`src/rtl/lsu_pkg.sv`:
```
// Shared types and helpers for the MW-stage load/store unit.
// Access-size codes follow funct3; byte enables derive from size and address low bits.
package lsu_pkg;

    typedef enum logic [2:0] {
        SZ_B  = 3'b000,
        SZ_H  = 3'b001,
        SZ_W  = 3'b010,
        SZ_BU = 3'b100,
        SZ_HU = 3'b101
    } access_size_e;

    typedef enum logic [1:0] {
        StIdle,
        StReq,
        StWait,
        StDone
    } lsu_state_e;

    typedef enum logic [1:0] {
        WidthByte,
        WidthHalf,
        WidthWord
    } access_width_e;

    // Unlisted funct3 codes fall back to a full word access.
    function automatic access_width_e width_of(input logic [2:0] size);
        access_width_e w;
        case (size)
            SZ_B, SZ_BU: w = WidthByte;
            SZ_H, SZ_HU: w = WidthHalf;
            default:     w = WidthWord;
        endcase
        return w;
    endfunction

    function automatic logic [3:0] be_gen(input logic [2:0] size, input logic [1:0] addr_lo);
        logic [3:0] be;
        case (width_of(size))
            WidthByte: be = 4'b0001 << addr_lo;
            WidthHalf: be = addr_lo[1] ? 4'b1100 : 4'b0011;
            default:   be = 4'b1111;
        endcase
        return be;
    endfunction

endpackage

```
`src/rtl/lsu_mw_load_extend.sv`:
```
// Moves the addressed byte/half of a read word down to bit 0 and sign- or zero-extends it.
module load_extend
    import lsu_pkg::*;
(
    input  logic [31:0] rdata,
    input  logic [2:0]  size,
    input  logic [1:0]  addr_lo,
    output logic [31:0] result
);

    logic [31:0] shifted;
    logic        zext;

    always_comb begin
        shifted = rdata >> {addr_lo, 3'b000};
        zext    = (size == SZ_BU) || (size == SZ_HU);
        case (width_of(size))
            WidthByte: result = {{24{~zext & shifted[7]}}, shifted[7:0]};
            WidthHalf: result = {{16{~zext & shifted[15]}}, shifted[15:0]};
            default:   result = shifted;
        endcase
    end

endmodule

```
`src/rtl/lsu_mw.sv`:
```
// MW-stage load/store unit: drives a req/gnt/rvalid data bus, stalls until the access
// completes or times out, and flags misaligned accesses without touching the bus.
module lsu_mw
    import lsu_pkg::*;
#(
    parameter int unsigned TIMEOUT = 16
) (
    input  logic        clk,
    input  logic        reset,
    input  logic        rd_en_MW,
    input  logic        wr_en_MW,
    input  logic [2:0]  size_MW,
    input  logic [31:0] addr_MW,
    input  logic [31:0] wdata_MW,
    output logic [31:0] load_data,
    output logic        done,
    output logic        stall,
    output logic        misaligned,
    output logic        bus_err,
    output logic        mem_req,
    output logic        mem_we,
    output logic [31:0] mem_addr,
    output logic [3:0]  mem_be,
    output logic [31:0] mem_wdata,
    input  logic        mem_gnt,
    input  logic        mem_rvalid,
    input  logic [31:0] mem_rdata
);

    localparam int unsigned CntW = (TIMEOUT > 2) ? $clog2(TIMEOUT) : 1;
    // Abort on the last REQ/WAIT cycle, so the count reads TIMEOUT-1 in DONE.
    localparam logic [CntW-1:0] AbortCnt = CntW'(TIMEOUT - 2);

    lsu_state_e     state_q, state_d;
    logic [CntW-1:0] cnt_q, cnt_d;
    logic            err_q, err_d;
    logic [31:0]     load_data_q, load_data_d;

    logic            access;
    access_width_e   width;
    logic [31:0]     ext_data;
    logic [31:0]     wdata_lane;

    assign access = rd_en_MW | wr_en_MW;
    assign width  = width_of(size_MW);

    always_comb begin
        misaligned = 1'b0;
        if (access) begin
            misaligned = ((width == WidthHalf) && addr_MW[0]) ||
                         ((width == WidthWord) && (addr_MW[1:0] != 2'b00));
        end
    end

    load_extend u_load_extend (
        .rdata   (mem_rdata),
        .size    (size_MW),
        .addr_lo (addr_MW[1:0]),
        .result  (ext_data)
    );

    always_comb begin
        state_d     = state_q;
        cnt_d       = cnt_q;
        err_d       = err_q;
        load_data_d = load_data_q;
        unique case (state_q)
            StIdle: begin
                if (access && !misaligned) begin
                    state_d = StReq;
                    cnt_d   = '0;
                    err_d   = 1'b0;
                end
            end
            StReq: begin
                cnt_d = cnt_q + CntW'(1);
                if (mem_gnt) begin
                    state_d = wr_en_MW ? StDone : StWait;
                end else if (cnt_q == AbortCnt) begin
                    state_d     = StDone;
                    err_d       = 1'b1;
                    load_data_d = '0;
                end
            end
            StWait: begin
                cnt_d = cnt_q + CntW'(1);
                if (mem_rvalid) begin
                    state_d     = StDone;
                    load_data_d = ext_data;
                end else if (cnt_q == AbortCnt) begin
                    state_d     = StDone;
                    err_d       = 1'b1;
                    load_data_d = '0;
                end
            end
            StDone: state_d = StIdle;
            default: state_d = StIdle;
        endcase
    end

    always_ff @(posedge clk or negedge reset) begin
        if (!reset) begin
            state_q     <= StIdle;
            cnt_q       <= '0;
            err_q       <= 1'b0;
            load_data_q <= '0;
        end else begin
            state_q     <= state_d;
            cnt_q       <= cnt_d;
            err_q       <= err_d;
            load_data_q <= load_data_d;
        end
    end

    always_comb begin
        case (width)
            WidthByte: wdata_lane = {4{wdata_MW[7:0]}};
            WidthHalf: wdata_lane = {2{wdata_MW[15:0]}};
            default:   wdata_lane = wdata_MW;
        endcase
    end

    always_comb begin
        mem_req   = (state_q == StReq);
        mem_we    = mem_req & wr_en_MW;
        mem_addr  = mem_req ? {addr_MW[31:2], 2'b00} : 32'h0;
        mem_be    = mem_req ? be_gen(size_MW, addr_MW[1:0]) : 4'b0000;
        mem_wdata = (mem_req && wr_en_MW) ? wdata_lane : 32'h0;
        done      = (state_q == StDone);
        bus_err   = done & err_q;
        stall     = reset & access & ~misaligned & (state_q != StDone);
        load_data = load_data_q;
    end

endmodule

```
`config.mk`:
```
export PLATFORM = sky130hd
export DESIGN_NAME = lsu_mw
export DESIGN_NICKNAME = d
export VERILOG_FILES = /design/src/rtl/lsu_pkg.sv /design/src/rtl/lsu_mw_load_extend.sv /design/src/rtl/lsu_mw.sv
export SDC_FILE = /design/constraint.sdc
export NUM_CORES = 1
export LEC_CHECK = 0
export ABC_AREA = 1
export BUFFER_PORTS_ARGS = -buffer_cell sky130_fd_sc_hd__buf_2
export CORE_MARGIN = 5
export CORE_UTILIZATION = 43
export CTS_CLUSTER_SIZE = 10
export DETAILED_ROUTE_END_ITERATION = 10
export PLACE_DENSITY_LB_ADDON = 0.12
export SYNTH_ARGS = -nofsm -noshare
export SYNTH_HDL_FRONTEND = slang
export SYNTH_SLANG_ARGS = --single-unit
```
`constraint.sdc`:
```
create_clock -name clk -period 2.1 [get_ports clk]
set_input_delay 0.21 -clock clk [delete_from_list [all_inputs] [get_ports clk]]
set_output_delay 0.21 -clock clk [all_outputs]
set_load 0.005 [all_outputs]
```
==> results of run 1 <==
-- flip-flops by register name, indices dropped and copies added (netlist names) --
signal / count
err_q: 1
load_data: 32
state_q: 2
cnt_q: 4
-- final timing paths --
check                             start            end  depth (start not counted)
min in group clk           mem_rdata[4]   load_data[4]                          5
min reg2reg                load_data[4]   load_data[4]                          2
min                               reset  load_data[22]                          2
max reg2reg                  state_q[1]   load_data[3]                         10
max                          state_q[1]  mem_wdata[15]                          6
max in group asynchronous         reset     state_q[1]                          2
-- timing repair --
item	in CTS	in global routing
gates cloned	0	1
endpoints found under the setup margin	15	27
gates resized for setup	5	7
-- placed cells by master (no fill, tap or decap) --
master | netlist | routed
nor3_1 | 2 | 2
dfrtp_2 | 0 | 1
buf_2 | 11 | 208
nor3b_1 | 1 | 1
a211oi_2 | 0 | 1
nand2_1 | 237 | 235
nand3_1 | 44 | 44
a22oi_1 | 7 | 7
dfrtp_1 | 39 | 38
nor2_2 | 1 | 1
xor2_1 | 1 | 1
or2_2 | 2 | 2
inv_2 | 3 | 4
a21oi_1 | 9 | 9
o22ai_1 | 9 | 9
nor2_8 | 1 | 1
nand2_2 | 3 | 5
buf_4 | 5 | 11
clkinvlp_4 | 0 | 1
nor2_4 | 1 | 1
inv_1 | 58 | 57
conb_1 | 1 | 2
clkinv_2 | 0 | 1
o21ai_2 | 0 | 1
clkbuf_8 | 0 | 6
o21ai_1 | 1 | 2
inv_4 | 0 | 1
nand2_4 | 2 | 2
and2_1 | 1 | 1
nand3_2 | 3 | 3
a21oi_2 | 1 | 1
a211oi_1 | 3 | 2
nand3b_1 | 1 | 1
ha_4 | 0 | 1
nor2_1 | 47 | 47
ha_1 | 9 | 8
o21ai_0 | 19 | 17
-- cell usage after synthesis (4+ instances only) --
library cell  count  area share
o22ai_1           9       0.017
buf_2            11       0.017
ha_1              9       0.035
nand2_1         237        0.28
a22oi_1           7       0.016
buf_6             4       0.014
a21oi_1           9       0.014
nor2_1           47       0.055
inv_1            58       0.067
buf_4             5       0.012
o21ai_0          19       0.029
nand3_1          44       0.068
clkbuf_1          5      0.0058
dfrtp_1          39        0.30
-- kinds of logic (layout without fill, tap and decap cells) --
group,count (synthesis),in the layout,share of synthesized area
AO/OA/AOI/OAI,49,49,0.0884
XOR/XNOR,1,1,0.00272
flip-flops,39,39,0.303
buffers and inverters,90,289,0.124
AND/OR/NAND/NOR,346,346,0.446
other,1,2,0.00116
adder cells (fa/ha/maj),9,9,0.0349
-- worst reg2reg max path, cell delays in order (launching register included) --
cell	delay, ns
dfrtp_2	0.46
inv_2	0.12
ha_4	0.16
buf_4	0.18
nand2_1	0.10
inv_1	0.09
nor2_1	0.05
a21oi_2	0.10
buf_4	0.32
nand2_1	0.11
nand2_1	0.09
-- metrics by stage --
step | utilization | instance area [sq um]
after floorplan | - | 3230
after global placement | 0.591 | 4310
after detailed placement | 0.591 | 4310
after CTS | 0.604 | 4400
after global routing | 0.608 | 4430
final | 0.608 | 4430
-- layout make-up --
cell class | instances | share of cell area
Clock buffer | 6 | 0.0186
Clock inverter | 1 | 0.00113
Inverter | 62 | 0.0530
Multi-Input combinational cell | 407 | 0.424
Sequential cell | 39 | 0.220
Tap cell | 99 | 0.0279
Timing Repair Buffer | 219 | 0.253
Timing Repair inverter | 1 | 0.00169
-- metal layers --
layer	part of all wire	vias to the layer above	global-route usage
li1	-	2045	-
met4	0.036	2	0.102
met1	0.38	1890	0.282
met3	0.082	35	0.0640
met5	0.00057	-	0
met2	0.50	181	0.452
-- power by group --
part	internal (W)	leakage, nW	switching, W	total (W)
registers	0.00104	0.512	0.000194	0.00123
clock network	0.000258	0.0470	0.000256	0.000514
logic	0.000963	2.50	0.00128	0.00224
==> impl_metrics.toml, run 1 <==
[sta]
drv_slew = 0
finalWorstSetupSlack_ns = 0.137
hold_viol = 0
finalSetupViolations = 0
fmax_mhz = 510
max_slew_margin = 0.504
whs_ns = 0.0608
tightest_slew_ns = 0.741
finalCritPeriodShare = 0.935
min_period_ns = 1.96
final.setup.tns_ns = 0
rsz0062_at_grt = "no"
skew_ns = 0.00610

[setup_path]
end_kind = "output port"
cp.arrival_ns = 1.75
start_kind = "register"
slowest_delay_ns = 0.46
cp_num_buf_inv = 3
crit_family = "buffers and inverters"
cp_slowest_cell = "dfrtp_2"
required_ns = 1.89
crit_type = "reg2out"
r2r_slack_ns = 0.27
cp_max_fo = 13
path_cells = "inv_2, ha_4, nand2_2, buf_4, nor3_1, buf_2"

[logic_synthesis]
seq_area_frac_synth = 0.303
syn_area_per_cell_sq_um = 6.03
yosys_warnings = 0
synthFlopType = "dfrtp_1"
synthArstFlopShare = 1.00
synth_enable_flop_cells = 0
syn_inst = 535
ys_ff_latch = 39
synth_cell_types = 33
syn_area_sq_mm = 0.00323

[route]
drt_iter0_markers = 219
drt-total-wl_um = 12300
wire_per_inst_um = 14.7
drt_pass1_iterations = 5
via_per_inst = 4.98
route.vias.total = 4153
ant_nets = 0
drc = 0

[flow_run]
cap_violations = 0

[final_layout]
insertedDiodeCount = 0
multi_input_area_sq_mm = 0.00188
seqCellArea_sq_um = 977
n_fill_cell = 773
drive_above_1_share = 0.343
nets = 849
fin_cells = 834
synthToLayoutAreaGrowth_pct = 37.5

[floorplan]
die_h_um = 96.6
start_util = 0.442
core_sq_mm = 0.00729
ios = 211
num_rows = 31
dieArea_sq_mm = 0.00933
die_x_um = 96.6

[clock_tree]
cts-buffers-inserted = 5
clk_pin_slew_ns = 0.08
h-tree-depth = 2
clock-sinks = 39
cts_buffer_depth = 2
root_buffer = "clkbuf_8"
clock_latency_ns = 0.29
postCtsSetupBuffers = 0
hold_buffers = 0
tritoncts = "built"

[placement]
dp_cells = 826
dp_hpwl_um = 9900
dpl_worst_slack_ns = 0.104
gp_congestion = 0.922
port_buffers = 208

[power]
ir_drop_mv = 0.411
power_density_mw_per_mm2 = 899
p_leak_nw = 3.06
power_w = 0.00399

[global_routing]
grt_pass1_vias = 4178
grt_usage = 0.251
gr-total-overflow = 0
grt_pass1_wl_um = 19900
grt_start_max_net_pins = 40
antenna_found_initial = 1

[outcome]
status = "completed"

[hold_path]
min_path_type = "in2async"
No activity file was read; power rests on OpenSTA's default activity.
==> run 2: changes to the inputs <==
Settings changed: REMOVE_ABC_BUFFERS set to 1.
==> run 2 against run 1 <==
Compared with the run above: wire length down 3.6%; critical endpoint is now mem_wdata[25]; register-to-register slack better by 0.11 ns; largest power group unchanged; clock-buffer cell count unchanged; sequential cell count unchanged; fmax up 2.3%; final cell count up 0.24%; via count down 2.5%; combinational power down 3%; total power up 1.6%.
==> impl_metrics.toml, run 2 (synthesis gave the netlist of run 1 again) <==
[outcome]
status = "completed"

[floorplan]
num_rows = 31
die_h_um = 96.6
die_x_um = 96.6
ios = 211
dieArea_sq_mm = 0.00933
start_util = 0.442
core_sq_mm = 0.00729

[route]
drc = 0
route.vias.total = 4050
ant_nets = 0
drt_iter0_markers = 265
wire_per_inst_um = 14.1
drt-total-wl_um = 11800
via_per_inst = 4.84
drt_pass1_iterations = 5

[final_layout]
fin_cells = 836
synthToLayoutAreaGrowth_pct = 37.5
nets = 848
largest_reg_flops = 32
drive_above_1_share = 0.337
final_cell_mix = "nand2_1, buf_2, inv_1, nor2_1, nand3_1"
final_common_cell = "nand2_1"

[power]
p_leak_nw = 3.07
sw_frac_of_total = 0.419
p_comb_frac = 0.538
power_w = 0.00405
ir_drop_mv = 0.483
p_sw_w = 0.00170
power_density_mw_per_mm2 = 913
seqPwrFrac = 0.298
power.internal_w = 0.00236
power_frac_clock = 0.165

[clock_tree]
cts_buffer_depth = 2
h-tree-depth = 2
hold_buffers = 0
root_buffer = "clkbuf_8"
clock_latency_ns = 0.30
tritoncts = "built"
clock-sinks = 39
clk_pin_slew_ns = 0.08
cts-buffers-inserted = 5

[setup_path]
cp_max_fo = 10
end_kind = "output port"
crit_type = "reg2out"
required_ns = 1.89
cp.arrival_ns = 1.71
start_kind = "register"

[placement]
dp_cells = 825
dp_hpwl_um = 9340
gp_congestion = 0.948
port_buffers = 208

[sta]
finalSetupViolations = 0
skew_ns = 0.00806
rsz0062_at_grt = "no"
min_period_ns = 1.92
finalCritPeriodShare = 0.913
tightest_slew_ns = 0.867
max_slew_margin = 0.420
hold_viol = 0
fmax_mhz = 521
drv_slew = 0

[global_routing]
grt_pass1_wl_um = 18900
grt_start_max_net_pins = 40
grt_usage = 0.241
antenna_found_initial = 2
grt_pass1_vias = 3986
gr-total-overflow = 0

[flow_run]
cap_violations = 0

[hold_path]
min_path_type = "in2async"
==> run 2: cell types whose count changed in the layout (fill, tap and decap cells not counted), sizes merged <==
cell / delta
inv: -1
clkinvlp: -1
clkinv: +1
diode: +2
bufinv: +1
==> run 2: power by group through the flow <==
stage / sequential, W / combinational (W) / clock [W]
after floorplan: 0.00123 / 0.00111 / 0
after global placement: 0.00122 / 0.00215 / 0
after detailed placement: 0.00123 / 0.00219 / 0
after CTS: 0.00121 / 0.00220 / 0.000675
after global routing: 0.00124 / 0.00249 / 0.000714
final: 0.00121 / 0.00218 / 0.000667
==> run 2: area by class of cell <==
cell class                      count  area (sq um)
Antenna cell                        2          5.00
Clock buffer                        6          82.6
Clock inverter                      2          35.0
Fill cell                         762          2860
Inverter                           62           234
Multi-Input combinational cell    407          1860
Sequential cell                    39           977
Tap cell                           99           124
Timing Repair Buffer              219          1120
==> run 2: what timing repair did <==
action	4_1_cts	5_1_grt
buffers inserted	0	1
gates resized for setup	2	4
endpoints found under the setup margin	5	33
cloned	0	0
==> run 2: per-stage QoR <==
stage | setup TNS, ns | hold slack [ns] | setup WS, ns | area (sq um) | util
final | 0 | 0.0404 | 0.182 | 4440 | 0.608
after global routing | 0 | 0.110 | 0.0361 | 4440 | 0.608
after detailed placement | 0 | 0.392 | 0.241 | 4300 | 0.590
after floorplan | -24.88 | -0.0856 | -0.572 | 3060 | -
after global placement | 0 | 0.392 | 0.310 | 4300 | 0.590
after CTS | 0 | 0.0750 | 0.0664 | 4420 | 0.607
==> run 2: routing by layer <==
layer,part of all wire,track usage,vias to the layer above
li1,-,-,2040
met1,0.38,0.270,1777
met2,0.50,0.436,201
met3,0.088,0.0612,32
met4,0.034,0.0896,0
met5,0,0,-
==> run 2: critical path, stage by stage, from the launching register on <==
cell and delay, ns:
dfrtp_1 0.43, ha_1 0.23, nand2_1 0.10, clkinv_2 0.14
o21ai_0 0.14, and2_1 0.19, nor2_1 0.05, buf_2 0.13
==> run 2: final timing paths <==
path,from,end,slack [ns],cells after the start
worst min register to register,load_data[7],load_data[7],0.47,2
worst max-delay path,state_q[0],mem_wdata[25],0.18,7
worst min-delay path,reset,load_data[30],0.04,2
worst max register to register,state_q[1],load_data[9],0.38,10
max in group asynchronous,reset,state_q[1],1.68,2
min in group clk,mem_rdata[1],load_data[1],0.23,5
==> run 3: changes to the inputs <==
Settings changed: HOLD_SLACK_MARGIN set to 0.12.
==> run 3 against run 2 <==
Compared with the run above: clock power about the same; sequential power about the same; final cell count increased by 0.12%; critical path depth unchanged; hold slack improved by 0.19 ns; sequential share of layout area about the same; register-to-register slack about the same; die area unchanged; wire length increased by 0.47%.
==> impl_metrics.toml, run 3 (synthesis gave the netlist of run 1 again) <==
[power]
power_w = 0.00406
power_density_mw_per_mm2 = 912
p_leak_nw = 3.08
ir_drop_mv = 0.482

[sta]
drv_slew = 0
fmax_mhz = 522
tightest_slew_ns = 0.880
max_slew_margin = 0.411
min_period_ns = 1.91
rsz0062_at_grt = "no"
finalSetupViolations = 0
hold_viol = 0
skew_ns = 0.00798
finalCritPeriodShare = 0.912

[setup_path]
crit_type = "reg2out"
cp.arrival_ns = 1.70
path_cells = "ha_1, nand2_1, clkinv_2, o21ai_0, and2_1, nor2_1, buf_2"
start_kind = "register"
required_ns = 1.89
crit_family = "flip-flops"
cp_max_fo = 10
end_kind = "output port"
cp_slowest_cell = "dfrtp_1"
cp_num_buf_inv = 2
slowest_delay_ns = 0.43

[placement]
dp_hpwl_um = 9340
dpl_cell_area_sq_mm = 0.00430
port_buffers = 208
gp_congestion = 0.948

[floorplan]
die_x_um = 96.6
start_util = 0.442
core_sq_mm = 0.00729
num_rows = 31
ios = 211
die_h_um = 96.6
dieArea_sq_mm = 0.00933

[clock_tree]
clock_latency_ns = 0.30
h-tree-depth = 2
root_buffer = "clkbuf_8"
cts_buffer_depth = 2
tritoncts = "built"
clock-sinks = 39
cts-buffers-inserted = 5
clk_pin_slew_ns = 0.08

[route]
drt_pass1_iterations = 5
drt_iter0_markers = 274
route.vias.total = 4087
wire_per_inst_um = 14.2
drt-total-wl_um = 11900
ant_nets = 0
drc = 0
via_per_inst = 4.88

[hold_path]
min_path_type = "in2reg"

[final_layout]
final_cell_mix = "nand2_1, buf_2, inv_1, nor2_1, nand3_1"
largest_reg_flops = 32
drive_above_1_share = 0.337
final_cell_area_sq_mm = 0.00445
nets = 849
n_fill_cell = 760
multi_input_area_sq_mm = 0.00186
seqCellArea_sq_um = 977
synthToLayoutAreaGrowth_pct = 37.9
final_common_cell = "nand2_1"

[global_routing]
grt_usage = 0.241
grt_start_max_net_pins = 40
gr-total-overflow = 0
grt_pass1_wl_um = 19000
grt_pass1_vias = 3990
antenna_found_initial = 2

[outcome]
status = "completed"

[flow_run]
cap_violations = 0
==> run 3: cell type report <==
cell class / instances / area share
Clock buffer: 6 / 0.0186
Inverter: 62 / 0.0526
Tap cell: 99 / 0.0279
Multi-Input combinational cell: 407 / 0.417
Timing Repair Buffer: 220 / 0.255
Antenna cell: 2 / 0.00113
Sequential cell: 39 / 0.220
Clock inverter: 2 / 0.00788
==> run 3: power by group <==
group | leakage, nW | internal, W | switching, W
combinational | 2.50 | 0.000934 | 0.00125
clock | 0.0612 | 0.000385 | 0.000282
sequential | 0.512 | 0.00104 | 0.000169
total | 3.08 | 0.00236 | 0.00170
==> run 3: worst paths after layout <==
path | startpoint | end | slack [ns] | cells past startpoint
worst max-delay path | state_q[0] | mem_wdata[25] | 0.19 | 7
worst max register to register | state_q[1] | load_data[9] | 0.38 | 10
min in group asynchronous | reset | load_data[30] | 0.58 | 3
max in group asynchronous | reset | state_q[1] | 1.15 | 3
worst min-delay path | mem_rdata[1] | load_data[1] | 0.23 | 5
worst min register to register | load_data[7] | load_data[7] | 0.47 | 2
==> run 3: stage by stage <==
step	setup slack, ns	std cells	utilization	setup TNS, ns	hold slack (ns)
2_1_floorplan	-0.572	508	-	-24.88	-0.0856
3_3_place_gp	0.310	825	0.590	0	0.392
3_5_place_dp	0.241	825	0.590	0	0.392
4_1_cts	0.0664	834	0.608	0	0.228
5_1_grt	0.0361	837	0.610	0	0.255
6_report	0.185	837	0.610	0	0.227
==> run 3: metal layers <==
layer / wire, um / up-vias / part of all wire / global-route usage
li1: - / 2042 / - / -
met2: 5950 / 201 / 0.50 / 0.436
met5: 0 / - / 0 / 0
met4: 399 / 0 / 0.034 / 0.0896
met3: 1020 / 34 / 0.086 / 0.0612
met1: 4490 / 1810 / 0.38 / 0.270
==> run 3: timing repair <==
item | CTS | global route
gates resized for setup | 2 | 4
buffers inserted | 0 | 1
endpoints found under the hold margin | 39 | 0
hold buffers | 1 | 0
setup endpoints to repair | 5 | 33
==> run 3: worst min-delay path, stage by stage <==
cell and delay (ns):
buf_2 0.07, a22oi_1 0.07, nand2_1 0.05, nand2_1 0.04, nand2_1 0.04
